### config.mk
export PLATFORM = sky130hd
export DESIGN_NAME = dmem_arbiter
export DESIGN_NICKNAME = d
export VERILOG_FILES = /design/src/rtl/dmem_arbiter.sv
export SDC_FILE = /design/constraint.sdc
export NUM_CORES = 1
export LEC_CHECK = 0
export CORE_AREA = 5 5 42 44
export DETAILED_ROUTE_END_ITERATION = 10
export DIE_AREA = 0 0 47 49
export DONT_BUFFER_PORTS = 1
export HOLD_SLACK_MARGIN = 0.12
export MAX_ROUTING_LAYER = met4
export SLEW_MARGIN = 20
export SYNTH_ARGS = -nofsm -noshare
export SYNTH_HDL_FRONTEND = slang
export SYNTH_SLANG_ARGS = --single-unit
### constraint.sdc
create_clock -name clock -period 1.83 [get_ports clock]
set_clock_uncertainty 0.15 [all_clocks]
set_input_delay 0.366 -clock clock [delete_from_list [all_inputs] [get_ports clock]]
set_output_delay 0.366 -clock clock [all_outputs]
set_load 0.02 [all_outputs]
### src/rtl/dmem_arbiter.sv
// Data-memory port arbiter: pipeline port P has fixed priority, debug/loader port D
// gets a guaranteed slot after STARVE_LIMIT lost cycles and may lock the memory.
module dmem_arbiter #(
  parameter int STARVE_LIMIT = 4,
  parameter int CW           = 3
) (
  input  logic       clock,
  input  logic       reset,
  input  logic       p_req,
  input  logic       p_we,
  input  logic [7:0] p_addr,
  input  logic [7:0] p_wdata,
  output logic       p_gnt,
  output logic       p_rvalid,
  output logic       p_stall,
  input  logic       d_req,
  input  logic       d_we,
  input  logic [7:0] d_addr,
  input  logic [7:0] d_wdata,
  input  logic       d_lock,
  output logic       d_gnt,
  output logic       d_rvalid,
  output logic [7:0] rdata,
  output logic [7:0] mem_addr,
  output logic [7:0] mem_wdata,
  output logic       mem_rden,
  output logic       mem_wren,
  input  logic [7:0] mem_q
);

  localparam logic [CW-1:0] LIMIT = CW'(STARVE_LIMIT);

  logic [CW-1:0] starve_cnt;
  logic          lock_own;
  logic          rd_p;
  logic          rd_d;
  logic          d_win;

  // D wins while it holds the lock, once starved long enough, or when P is idle.
  assign d_win   = d_req & (lock_own | (starve_cnt == LIMIT) | ~p_req);
  assign d_gnt   = d_win;
  assign p_gnt   = p_req & ~d_win & ~lock_own;
  assign p_stall = p_req & ~p_gnt;

  assign p_rvalid = rd_p;
  assign d_rvalid = rd_d;
  assign rdata    = mem_q;

  always_comb begin
    mem_addr  = 8'h00;
    mem_wdata = 8'h00;
    mem_rden  = 1'b0;
    mem_wren  = 1'b0;
    if (d_gnt) begin
      mem_addr  = d_addr;
      mem_wdata = d_wdata;
      mem_rden  = ~d_we;
      mem_wren  = d_we;
    end else if (p_gnt) begin
      mem_addr  = p_addr;
      mem_wdata = p_wdata;
      mem_rden  = ~p_we;
      mem_wren  = p_we;
    end
  end

  always_ff @(posedge clock or posedge reset) begin
    if (reset) begin
      starve_cnt <= '0;
      lock_own   <= 1'b0;
      rd_p       <= 1'b0;
      rd_d       <= 1'b0;
    end else begin
      if (d_req & ~d_gnt) begin
        if (starve_cnt != LIMIT)
          starve_cnt <= starve_cnt + 1'b1;
      end else begin
        starve_cnt <= '0;
      end

      // Lock is taken only by a granted access and held until d_lock falls.
      if (~d_lock)
        lock_own <= 1'b0;
      else if (d_gnt)
        lock_own <= 1'b1;

      rd_p <= p_gnt & ~p_we;
      rd_d <= d_gnt & ~d_we;
    end
  end

endmodule

Word level (Yosys, flattened, before mapping). Cells that the tools add are included.

$add $sub $neg: 1. Equal/unequal tests: 4. Muxes and demuxes: 12. Bitwise logic cells: 15.

Operators with widths (number): 8-bit 2-to-1 mux (4); 1-bit AND (7); 1-bit 2-to-1 mux (6); 3-bit 2-to-1 mux (2); 1-bit NOT (6); 2-bit by 1-bit != test with 1-bit output (second input constant) (2); 3-bit by 1-bit adder with 3-bit output (second input constant) (1); 3-bit equality test (second input constant) (1); 3-bit != test (second input constant) (1); 1-bit OR (2).

Register bits: 6. Input port bits: 47. Output and inout port bits: 31. Logic and storage cells: 36.

Longest topological paths before layout. Gate-level depths: netlist of run 1.

Depth after elaboration: 9. Depth in mapped cells: 7.

Least setup slack after synthesis of run 1. No wires, ideal clock.

Path kind: register to output. Start: register starve_cnt[0]. End: output port mem_addr[5]. Arrival: 1.343 ns. Required time: 1.314 ns. Slack: -0.029 ns. Cell stages (with the launch flop): 8. Path buffers: 2. Path through: dfrtp_1 inv_1 ha_1 nand3_1 and2_4 buf_6 buf_6 a22o_1.

Longest elaborated chain between the ends: 9.

Ends and longest elaborated chain: from (decl) (RTL line 33) `logic [CW-1:0] starve_cnt;`; from (signal assigned) (RTL line 76) `starve_cnt <= starve_cnt + 1'b1;`; 3-bit equality test (RTL line 40) `assign d_win = d_req & (lock_own | (starve_cnt == LIMIT) | ~p_req);`; 1-bit OR (2 in series) (RTL line 40); 1-bit AND (RTL line 40); 1-bit NOT (RTL line 42) `assign p_gnt = p_req & ~d_win & ~lock_own;`; 1-bit AND (2 in series) (RTL line 42); via p_gnt (RTL line 13) `output logic p_gnt,`; 8-bit 2-to-1 mux (RTL line 59) `end else if (p_gnt) begin`; 8-bit 2-to-1 mux (RTL line 54) `if (d_gnt) begin`; to (decl) (RTL line 24) `output logic [7:0] mem_addr,`.

The timed path passes the listed nets, and every way through them passes these cells.

Worst setup path in the final report of run 1.
Start: register starve_cnt[1]. End: output port mem_wdata[2].

Longest elaborated chain between the ends: 9.

Ends and longest elaborated chain: 3-bit equality test * (RTL line 40); 1-bit OR * (2 in series) (RTL line 40); 1-bit AND * (RTL line 40); 1-bit NOT (RTL line 42); 1-bit AND (2 in series) (RTL line 42); 8-bit 2-to-1 mux (RTL line 59); 8-bit 2-to-1 mux * (RTL line 54); to (decl) (RTL line 25) `output logic [7:0] mem_wdata,`.

Every way passes the cells marked *; elsewhere a longest branch is shown, timed or not.

==> results.txt, run 1 <==
The total internal power came out at between 0.0003 and 0.0004 W. The total I/O pin count is 78. The initial core utilization is 39.9%. The net switching power of the design is 0.000181 W. The synthesized design spends more area on one cell type than any other, namely a22o_1. The largest net degree at the start of global routing came out at 20.

The sequential-to-total area share from yosys stat is 26.8%. The flow ran to the end, but the final reports show violations. The synthesis-to-layout area growth came out at 55.5%.

After synthesis, the cell types taking the most area are a22o_1, dfrtp_1, buf_4. The first-pass GRT wire length is 3130 um. The maximum clock rate is slightly below 500 MHz. The max-capacitance violation count came out at 0. The endpoint arrival time on the critical path is approximately 1.5 ns. Global routing consumed, over all layers together, 19.1% of the routing resources.

The routed design has 2000 um of wire. The full die area is 0.00230 mm^2. Net switching is a little over a third of the power.

The logic gate share of total power is approximately 47%. The number of nets in the layout is 119. After clock tree synthesis, the clock-pin slew on the worst setup and hold paths is ~0.040 ns. Setup repair after global routing could not meet its margin everywhere. The area fraction in compound gates after synthesis came out at 32.9%. The tree built by TritonCTS fans out to 6 sinks.

The capturing element type of the critical path is an output pin. The H-tree depth reported by CTS is 1. The kind of cell adding the most delay to the critical path is compound AO/OA/AOI/OAI gates. Subtracting the final worst setup slack from the clock period gives 2.04 ns. The number of standard-cell rows in the floorplan is 14. The via count came out at ~530. The design draws 0.000513 W. Summed over its instances, the top area cell type makes up 28.2% of the synthesized netlist area. Once detail routing completed, the nets flagged for antenna violations numbered 0. Counting every instance in the synthesized netlist gives 59.

The critical path runs through a total of 6 cells. The pre-CTS setup slack came out at about 0.018 ns. A synthesized cell averages 9.48 um^2. In the routed design, unresolved DRC markers number 0.

The count of port buffers added during placement came out at 0. Dividing total power by cell area gives a power density of a little under 600 mW/mm^2. Of all nets on the critical path, the largest fanout is 6. The dominant combinational cell family by area after synthesis is compound AO/OA/AOI/OAI gates.

The global placer's final weighted congestion came out at 0.649. The count of endpoints failing setup in the final report is 20. The core region area is 0.00140 mm^2.

Of the total power, registers draw 28.7%. The final hold slack is 0.183 ns. The library cells used most frequently in the layout, excluding fill and tap cells, are a22o_4, buf_4, buf_6, dfrtp_1, inv_1. The number of global-route vias before repair was approximately 600. The number of antenna repair diodes is 0. After Yosys synthesis, XOR and XNOR cells account for 0% of the synthesized area. Clock latency on the worst-skew pair, taken at its later pin, is 0.25 ns.

The post-synthesis adder-cell area fraction is under 10%. The critical path contains buffers and inverters numbering 2 combined. The worst path setup slack after routing came out at -0.210 ns. The tree is rooted in a clkbuf_4.

The number of distinct library cells after synthesis is 17. The number of DRC markers in iteration 0 is 1. The reg-to-reg setup timing slack is 0.33 ns. The via density per instance is 6.26. IR analysis of the VDD net gives a maximum drop of 0.364 mV. The min-delay analysis places its worst path in the category in -> reg. The number of failing hold endpoints at the final stage came out at 0. The leakage power is 0.432 nW.

The horizontal extent of the die came out at 47 um. In this run the tightest slew margin relative to its limit is between 80% and 90%. The final reports fail on negative setup slack. The mux contribution to synthesized area is 1.79%. The critical path goes through inv_2 > ha_4 > nand2_4 > a21boi_4 > buf_6 > a22o_4.

The number of cells in the design after placement is 67. The maximum clock path buffer count is 2. The clock network fraction of total power came out at 23.8%. The longest individual stage delay on the worst path is 0.38 ns. The pre-antenna-repair detailed-routing pass consisted of 4 iterations.

The non-filler instance count after layout came out at between 80 and 90. The worst register-to-register path has a depth of 7. When the netlist entered floorplanning its net count stood at 108. The warning count from the yosys run came out at 0. Summed over all nets, the half-perimeter wirelength after detailed placement is 1230 um. Global routing finished with a remaining overflow of 0. The number of antenna violations at the first check in global routing came to 0. The critical path is of the reg -> out type. The synthesized design contains 6 register bits.

The actual transition at the worst max-transition pin is 0.233 ns. The final count of pins violating max slew is 0. The simple-gate area share of the yosys netlist came out at 12.5%.

TritonCTS built the clock tree. The total CTS buffers came out at 3. The count of cells along the worst hold path came out at 2. The leading cell type in the layout, fill and taps excluded is a22o_4. The cell area after synthesis is roughly 560 um^2.

The average routed wire per standard cell came out at 23.8 um. The standard cell with the maximum stage delay on the critical path is dfrtp_1. The post-route fraction of the period consumed by the critical path is 111%.

Data on the critical path is required at its endpoint by 1.31 ns. Measured along the y axis, the die boundary spans about 50 um. The post-route netlist has 66.2% of its cells at a drive strength greater than 1.

The worst setup path is launched from a register.
-- worst reg2reg max path, cell delays in order, from the launching register on --
cell and delay [ns]:
dfrtp_1 0.38, inv_2 0.08, ha_4 0.16, nand2_4 0.06
a21boi_4 0.23, buf_6 0.17, buf_4 0.11, o21a_1 0.09
-- path summary, 6_finish.rpt --
kind / start / end
hold / removal: d_we / d_rvalid
setup / recovery: starve_cnt[1] / mem_wdata[2]
setup reg to reg: starve_cnt[1] / lock_own
max in group asynchronous: reset / starve_cnt[0]
min in group asynchronous: reset / starve_cnt[2]
hold reg to reg: lock_own / lock_own
-- cell families (layout without fill, tap and decap cells) --
group           Yosys count  after routing
compound gates           21             21
fa+ha+maj                 2              2
buf+inv                  18             25
flops                     6              6
mux                       1              1
simple gates             11             13
-- synthesized netlist by cell type (all sizes together) --
cell,number
ha,2
and2,2
o21a,2
and3,2
buf,12
nand2,1
inv,6
a21boi,1
mux2i,1
or2b,1
a22o,18
nand3,2
dfrtp,6
nor2b,1
nor2,2
-- final cells by class --
cell class | instances | area (um^2)
Inverter | 6 | 22.5
Timing Repair Buffer | 16 | 150
Fill cell | 117 | 532
Clock buffer | 3 | 22.5
Sequential cell | 6 | 150
Tap cell | 16 | 20.0
Multi-Input combinational cell | 37 | 504
-- what timing repair did --
action,in CTS,in global routing
hold buffers,3,0
setup endpoints to repair,21,21
gates resized for setup,26,2
hold endpoints to repair,10,0
pin swaps,20,3
buffers inserted,4,3
cloned,2,2
-- through the flow --
stage	utilization (%)	setup TNS, ns	cell area [um^2]
detailed placement	42.8	0	599
global placement	42.8	0	599
global route	62.1	-5.37	870
CTS	59.2	-3.61	830
floorplan	-	-0.0232	656
finish	62.1	-3.72	870
-- flip-flops by register name, indices dropped and copies added, names as in the netlist --
signal,flops
d_rvalid,1
lock_own,1
p_rvalid,1
starve_cnt,3
-- metal layers --
layer	vias up	global-route usage [%]	wire length, um
met5	-	-	0
met4	0	8.29	72
met3	9	9.59	213
met2	47	28.7	1010
met1	243	20.7	706
li1	227	-	-
-- power groups by stage --
stage	clock (W)	sequential [W]	combinational [W]
2_1_floorplan	0	0.000148	0.000193
3_3_place_gp	0	0.000148	0.000173
3_5_place_dp	0	0.000149	0.000174
4_1_cts	0.000127	0.000147	0.000230
5_1_grt	0.000137	0.000148	0.000257
6_report	0.000122	0.000147	0.000243
(Power assumes the default switching activity.)
==> inputs of run 2 (changes only) <==
- REMOVE_ABC_BUFFERS: unset -> 1
==> results.txt, run 2 (same netlist as run 1, synthesis figures left out) <==
The number of global-route vias before repair is 577. The post-detailed-route count of antenna-violating nets is 0. The core region area is 0.00140 mm^2. The final count of pins violating max slew is 0. The power density over the cells is 606 mW/mm^2.

The number of antenna repair diodes is 0. The worst hold path belongs to the class in -> reg. The number of antenna violations at the first check in global routing was 0. In the post-route analysis, the smallest setup slack over all paths is -0.182 ns.

The clock-pin transition on the worst setup and hold timing paths is around 0.050 ns. In the layout the commonest cells are a22o_4, buf_4, dfrtp_1. The pre-antenna-repair detailed-routing pass consisted of 4 iterations. The count of port buffers added during placement came out at 0.

Clock tree synthesis inserted a total of 3 buffers. The category of the most critical setup path is reg -> out. The overall global routing resource usage is a little under a fifth. The longest individual stage delay on the worst path is 0.40 ns. The relative slew slack came out at 83.4%. The flip-flop count of the largest register, all copies and words added is 3. Entering global routing, the biggest net connects 11 pins. The source of the worst hold timing path is d_req. The area growth from synthesis to layout is 53.0%. Routability-driven placement finished with a final weighted congestion of about 0.65.

The worst register-to-register path ends at d_rvalid. The count of cells along the worst hold path came out at 2. The run finished, with violations left. The number of standard-cell rows in the floorplan came out at 14. The maximum clock rate is slightly below 500 MHz.

The via density per instance came out at 6.34. The number of cells traversed by the worst register-to-register path came out at 6. The latest clock arrival within the worst-skew pair came out at 0.26 ns. The routed design has between 1500 and 2000 um of wire. The number of DRC markers in iteration 0 is 10. Setup repair after global routing could not meet its margin everywhere. The time the worst path needs with I/O delays and setup came out at 2.01 ns. In this run the number of H-tree levels came out at 1. Leaving out fill and tap cells, the most frequent cell in the layout is a22o_4. Once detailed placement completed, the half-perimeter wirelength came to 1230 um. In the final routed layout, each cell accounts on average for 23.5 um. For this design the static power due to leakage is 0.420 nW. The worst IR drop on VDD is 0.383 mV. The proportion of layout cells with a drive suffix above 1 came out at 65.2%. The max-capacitance violation count came out at 0. The number of buffers and inverters on the critical path is 2. The count of endpoints failing setup in the final report came out at 21. The number of clock sinks seen by CTS came out at 6. The cell area reported after detailed placement is 519 um^2. The tree is rooted in a clkbuf_4. The vertical die dimension is 49 um. The slowest stage of the critical path belongs to the cell dfrtp_1. Grouping stages by cell kind, the critical path spends the most delay in flip-flops. The full die area is about 0.0023 mm^2. The actual transition at the worst max-transition pin came out at 0.249 ns. The initial core utilization came out at between 30% and 40%.

The maximum clock path buffer count came out at 2. The checks that failed: negative setup slack. TritonCTS built the clock tree. At the end of the flow the core is filled with cells to between 60 and 70%. The final critical path takes up 110% of the cycle. The horizontal extent of the die came out at ~47 um. The worst register-to-register path begins at starve_cnt[1]. For this block, the via count after detailed routing is 520. The endpoint arrival time on the critical path came out at 1.50 ns. The pre-CTS setup slack is 0.0189 ns. The kind of launch point of the worst setup path is a register. The remaining global-route overflow is 0. The total negative setup slack came out at -3.35 ns. The first-pass GRT wire length came out at roughly 2800 um. The total I/O pin count came out at 78.

The signal on the critical path passes through inv_2 > ha_4 > nand2_4 > a21boi_4 > buf_6 > a22o_4. The area of all placed cells without fillers is 856 um^2. The data required time at the worst endpoint is 1.31 ns. The reg-to-reg setup timing slack is 0.44 ns. The number of failing hold endpoints at the final stage came to 0. The register with the most flip-flops in the final layout is starve_cnt. At the end of the flow, the number of nets in the layout was 117. In this run the worst path has a maximum fanout of 7. The endpoint of the worst hold path is starve_cnt[1]. STA classifies the critical path endpoint as an output pin. The remaining routing DRC violations came out at 0. Fill cells in the final layout number 113.
## run 2: changes by cell type in the layout (fill, tap and decap cells not counted)
cell and delta:
buf_4 -1, nand3_4 +1, and2_4 +1, nand3_2 -1
buf_6 -2
## run 2: what timing repair did
item                                    4_1_cts  5_1_grt
gates cloned                                  4        1
buffers inserted                              2        1
gates resized for setup                      45        2
hold buffers                                  3        0
endpoints found under the hold margin         8        0
endpoints found under the setup margin       21       21
pin swaps                                    14        9
## run 2: routing by layer
layer / wire (um) / track usage (%) / vias to the layer above / part of all wire [%]
met4: 64 / 13.8 / 0 / 3.3
met3: 243 / 7.01 / 4 / 13
met1: 693 / 21.0 / 231 / 36
met2: 923 / 24.7 / 61 / 48
met5: 0 / - / - / 0
li1: - / - / 224 / -
## run 2: how the worst max path moves through the flow
stage	from	endpoint	slack (ns)	depth (start not counted)
after floorplan	starve_cnt[0]	mem_addr[0]	-0.40	5
after CTS	starve_cnt[1]	mem_addr[5]	-0.19	6
after global placement	starve_cnt[0]	mem_addr[0]	0.03	6
after global routing	starve_cnt[1]	mem_addr[5]	-0.24	6
final	starve_cnt[1]	mem_addr[5]	-0.18	6
after detailed placement	starve_cnt[1]	mem_addr[5]	0.02	6
## run 2: report_power, final
part | internal [W] | switching [W]
combinational | 0.000115 | 0.000121
sequential | 0.000139 | 0.00000787
clock | 0.0000751 | 0.0000611
## run 2: cell type report
class / count / area (um^2) / share of cell area (%)
inverters: 6 / 22.5 / 2.63
multi-input cells: 38 / 520 / 60.8
flip-flops and latches: 6 / 150 / 17.5
clock buffers: 3 / 22.5 / 2.63
well taps: 16 / 20.0 / 2.34
repair buffers: 13 / 120 / 14.0
## run 2: metrics by stage
stage	hold slack, ns	total power (W)	std cells
after global placement	0.0396	0.000298	68
after CTS	0.121	0.000517	80
final	0.120	0.000518	82
after global routing	0.123	0.000540	82
after detailed placement	0.0451	0.000298	68
after floorplan	0.00696	0.000273	47
==> RTL change 1 (settings of run 2) <==
Change the parameter `CW` from 3 to 6.
--- a/src/rtl/dmem_arbiter.sv
+++ b/src/rtl/dmem_arbiter.sv
@@ -2,7 +2,7 @@
 // gets a guaranteed slot after STARVE_LIMIT lost cycles and may lock the memory.
 module dmem_arbiter #(
   parameter int STARVE_LIMIT = 4,
-  parameter int CW           = 3
+  parameter int CW           = 6
 ) (
   input  logic       clock,
   input  logic       reset,
Check against the original RTL: same outputs for any inputs over 10 cycles, from zero or initial values and one cycle with reset high; that may be too few to reach the edited logic, so the function may still have changed.
==> RTL change 1 against run 2 <==
The run still ends with negative setup slack left; sequential cell count grew 3; setup slack lost 0.10 ns; area after synthesis grew 34%; die area is the same; wire length grew 14%; largest cell class unchanged; largest power group is now registers; total power grew 12%; combinational power shrank 14%; critical endpoint is now mem_rden; worst hold slack gained 0.010 ns; final area grew 9.2%.
==> RTL change 1: results (changes against run 2) <==
Status
  – Outcome: finished, violations left (unchanged)
  – Failing checks: negative setup slack (unchanged)

Logic synthesis
  – Post-synth top cells: 17 x a32o_1, 10 x buf_4, 9 x dfrtp_1 (was 18 x a22o_1, 10 x buf_4, 6 x dfrtp_1, 6 x inv_1)
  – Synth area leaders: dfrtp_1 30%, a32o_1 23%, buf_4 10% (was a22o_1 28%, dfrtp_1 27%, buf_4 13%)
  – Sequential area share after synthesis: 30.2% (was 26.8%)
  – Cell variety after synth: 25 (was 17)
  – Synthesized instance count: 75 (was 59)
  – Post-synth ARST share: 100% (unchanged)

Finish
  – Fin nets: 134 (was 117)
  – NonClk Buf Share: 19.3% (was 14.0%)
  – Sequential cell area share: 24.1% (was 17.5%)
  – Multi-input gates: 47 (was 38)
  – Max FFs per register: 6 (was 3)
  – Share of cells above drive strength 1: 50.0% (was 65.2%)
  – Filler Cell Count: 106 (was 113)
  – Non-clk bufs: 19 (was 13)
  – Clk tree area frac: 2.81% (was 2.63%)
  – Area of the multi-input gates: 464 um^2 (was 520 um^2)
  – Clk_buf instances: 4 (was 3)
  – # diodes: 0 (unchanged)
  – Inverters excl. clock: 5 (was 6)
  – Final Core Density: 66.7% (was 61.1%)
  – Final std cells w/o fill: 100 (was 82)

Critical path
  – FF-to-FF End: starve_cnt[5] (was d_rvalid)
  – Arrival time of the worst setup path: 1.60 ns (was 1.50 ns)
  – CP max-delay cell: dfrtp_1 (unchanged)
  – Worst reg-to-reg setup slack: 0.25 ns (was 0.44 ns)
  – Crit-path max FO: 19 (was 7)
  – Reg2reg start: starve_cnt[2] (was starve_cnt[1])
  – Register-to-Register Path Depth: 4 (was 6)

Placed design
  – Placer Congestion: 0.749 (was 0.650)
  – Dpl hpwl: 1510 um (was 1230 um)
  – Inst Count DP: 88 (was 68)
  – Placement Setup Slack: -0.144 ns (was 0.0189 ns)
  – Placed Area: 757 um^2 (was 519 um^2)

Min path
  – Hold Path Origin: d_we (was d_req)
  – Hold EP: d_rvalid (was starve_cnt[1])

Power and ir drop
  – Clock Power Share: 28.7% (was 26.3%)
  – Sequential power share: 36.5% (was 28.3%)
  – Worst ir drop on vdd: 0.326 mV (was 0.383 mV)
  – Clock Power: 166 uW (was 136 uW)
  – Psw: 201 uW (was 190 uW)
  – Pleak: 0.452 nW (was 0.420 nW)

GRT
  – First-pass GRT wire length: 3160 um (was 2830 um)
  – Initial antenna violation count: 0 (unchanged)
  – Largest net degree at the start of global routing: 23 (was 11)
  – Tot GR Track Use: 19.6% (was 18.3%)

Route
  – DR pass1 iterations: 4 (unchanged)
  – WL/cell: 21.9 um (was 23.5 um)
  – Drt first-iter violations: 6 (was 10)
  – Via count: 691 (was 520)

Timing
  – Rel. slew slack: 76.3% (was 83.4%)
  – Setup TNS: -5.61 ns (was -3.35 ns)
  – Min Hold Slack: 0.130 ns (was 0.120 ns)
  – Final setup violation count: 21 (unchanged)
  – Final WS setup: -0.283 ns (was -0.182 ns)

Clock network
  – Clock Sinks: 9 (was 6)
  – Clk slew on worst S/H paths: 0.07 ns (was 0.05 ns)
  – Root Driver: clkbuf_4 (unchanged)
## RTL change 1: how the worst max path moves through the flow
stage / from / cells past startpoint / slack (ns) / end
3_3_place_gp: starve_cnt[0] / 4 / -0.10 / mem_addr[0]
5_1_grt: starve_cnt[5] / 5 / -0.33 / mem_rden
4_1_cts: starve_cnt[3] / 5 / -0.26 / mem_rden
3_5_place_dp: starve_cnt[0] / 4 / -0.14 / mem_addr[0]
2_1_floorplan: starve_cnt[0] / 4 / -0.13 / mem_addr[0]
6_report: starve_cnt[3] / 5 / -0.28 / mem_rden
## RTL change 1: what timing repair did
action	in CTS	in global routing
hold endpoints to repair	13	0
setup buffers	2	1
pin swaps	20	0
setup endpoints to repair	21	21
gates cloned	0	0
hold buffers	5	0
resized for setup	26	0
## RTL change 1: worst max-delay path, delay by kind of cell, from the launching register on
| kind | cells | cell delay, ns |
|---|---|---|
| AO/OA/AOI/OAI | 2 | 0.28 |
| buffers and inverters | 2 | 0.34 |
| flip-flops | 1 | 0.41 |
| AND/OR/NAND/NOR | 1 | 0.30 |
## RTL change 1: routing by layer
| metal | track usage, % | routed length [um] | vias to the layer above |
|---|---|---|---|
| li1 | - | - | 303 |
| met1 | 21.3 | 870 | 320 |
| met2 | 29.2 | 1000 | 61 |
| met3 | 7.75 | 245 | 7 |
| met4 | 11.1 | 67 | 0 |
| met5 | - | 0 | - |
## RTL change 1: logic make-up after synthesis
| kind of cell | after synthesis | synth area share (%) |
|---|---|---|
| fa+ha+maj | 2 | 3.35 |
| compound gates | 25 | 33.0 |
| flops | 9 | 30.2 |
| buf+inv | 19 | 16.6 |
| xor+xnor | 3 | 3.52 |
| simple gates | 17 | 13.4 |
==> RTL change 2 (config.mk and constraints of run 2) <==
Without the edit above. Reset style: synchronous (`reset`), changed in one clocked block.
--- a/src/rtl/dmem_arbiter.sv
+++ b/src/rtl/dmem_arbiter.sv
@@ -64,7 +64,7 @@
     end
   end
 
-  always_ff @(posedge clock or posedge reset) begin
+  always_ff @(posedge clock) begin
     if (reset) begin
       starve_cnt <= '0;
       lock_own   <= 1'b0;
Function: differs if reset is asserted again (counterexample within 4 cycles, from zero or initial values and one cycle with reset high); with reset held inactive, the same outputs for 10 cycles.
==> RTL change 2 against run 2 <==
The flow still finishes with violations (negative setup slack); setup slack worse by 0.11 ns; final area down 5.4%; critical path depth up 2; register-to-register slack lost 0.15 ns; critical path type unchanged; area after synthesis decreased by 2.9%; total power fell by 9.7%; largest cell class unchanged; wire length is 12% lower; worst hold slack improved by 0.054 ns; sequential share of layout area fell by 2.4 points; count of clock-buffer cells in the layout is the same; sequential cell count did not move; combinational power down 13%.
==> RTL change 2: results (changes against run 2) <==
Critical path
  – CP delay by family, top: buffers and inverters (was flip-flops)
  – CP max-delay cell: dfxtp_2 (was dfrtp_1)
  – Arrival time of the worst setup path: 1.60 ns (was 1.50 ns)
  – Crit-path max FO: 3 (was 7)
  – Highest cell delay on the worst timing path: 0.33 ns (was 0.40 ns)

Clock network
  – Clk_lat worst skew: 0.24 ns (was 0.26 ns)
  – CTS resizes: 43 (was 45)
  – Num CTS Buffers: 3 (unchanged)
  – Clk slew on worst S/H paths: 0.05 ns (about the same)
  – Hold_buf cts: 4 (was 3)

Timing
  – Setup TNS: -5.54 ns (was -3.35 ns)
  – Slew Viols, Final: 0 (unchanged)
  – Rel. slew slack: 86.3% (was 83.4%)
  – Final WS setup: -0.289 ns (was -0.182 ns)
  – Final setup violation count: 21 (unchanged)

Logic synthesis
  – Ys flop type: dfxtp_1 (was dfrtp_1)
  – Sequential area share after synthesis: 22.1% (was 26.8%)
  – Post-synth ARST share: 0% (was 100%)
  – Post-synth top cells: 17 x a22o_1, 8 x buf_4, 6 x dfxtp_1 (was 18 x a22o_1, 10 x buf_4, 6 x dfrtp_1, 6 x inv_1)
  – Cell variety after synth: 22 (was 17)
  – Synthesized instance count: 58 (was 59)
  – Synth area leaders: a22o_1 27%, dfxtp_1 22%, buf_4 11% (was a22o_1 28%, dfrtp_1 27%, buf_4 13%)

Route
  – Routed WL: 1690 um (was 1920 um)
  – Routed met2 length: 889 um (was 923 um)
  – DR pass1 iterations: 6 (was 4)
  – WL/cell: 20.8 um (was 23.5 um)
  – WL met3: 244 um (was 243 um)
  – Drt first-iter violations: 6 (was 10)
  – Max Used Layer: met4 (unchanged)
  – Via count: 497 (was 520)
  – WL met1: 546 um (was 693 um)

GRT
  – Met1 GRT Util: 17.4% (was 21.0%)
  – Largest net degree at the start of global routing: 11 (unchanged)
  – Tot GR Track Use: 16.5% (was 18.3%)
  – Vias in the first global route: 570 (was 577)
  – Initial antenna violation count: 0 (unchanged)
  – First-pass GRT wire length: 2730 um (was 2830 um)
  – Grt met3 use: 12.5% (was 7.01%)

Power and ir drop
  – Clock Power: 125 uW (was 136 uW)
  – Power density over the cells: 578 nW/um^2 (was 606 nW/um^2)
  – Pleak: 0.368 nW (was 0.420 nW)
  – Combinational share of power: 43.5% (was 45.4%)
  – Switching share of power: 34.9% (was 36.6%)
  – Worst ir drop on vdd: 0.364 mV (was 0.383 mV)

Placed design
  – Placer Congestion: 0.682 (was 0.650)
  – Input/output buffers: 0 (unchanged)
  – Inst Count DP: 68 (unchanged)
  – Placed Area: 507 um^2 (was 519 um^2)
  – Placement Setup Slack: -0.0811 ns (was 0.0189 ns)
  – Dpl hpwl: 1200 um (was 1230 um)

Finish
  – Biggest register: starve_cnt (unchanged)
  – Share of cells above drive strength 1: 64.6% (was 65.2%)
  – Fin nets: 116 (was 117)
  – Filler Cell Count: 123 (was 113)
  – # diodes: 0 (unchanged)

Status
  – Failing checks: negative setup slack (unchanged)
  – Outcome: finished, violations left (unchanged)
## RTL change 2: final timing paths
path / start / endpoint / depth (start not counted) / slack [ns]
hold reg to reg: starve_cnt[0] / starve_cnt[0] / 2 / 0.35
setup / recovery: starve_cnt[1] / mem_rden / 8 / -0.29
hold / removal: reset / starve_cnt[0] / 3 / 0.17
setup reg to reg: starve_cnt[1] / lock_own / 6 / 0.29
## RTL change 2: cell type report
class,instances,area (um^2),area share [%]
Multi-Input combinational cell,36,470,58.1
Tap cell,16,20.0,2.47
Timing Repair Buffer,12,110,13.6
Clock buffer,3,22.5,2.78
Sequential cell,6,123,15.1
Inverter,5,38.8,4.79
Timing Repair inverter,3,25.0,3.09
## RTL change 2: cells by family after synthesis
| logic type | synth area share [%] |
|---|---|
| compound gates | 37.6 |
| xor+xnor | 1.61 |
| fa+ha+maj | 4.61 |
| buf+inv | 21.2 |
| flops | 22.1 |
| simple gates | 12.9 |
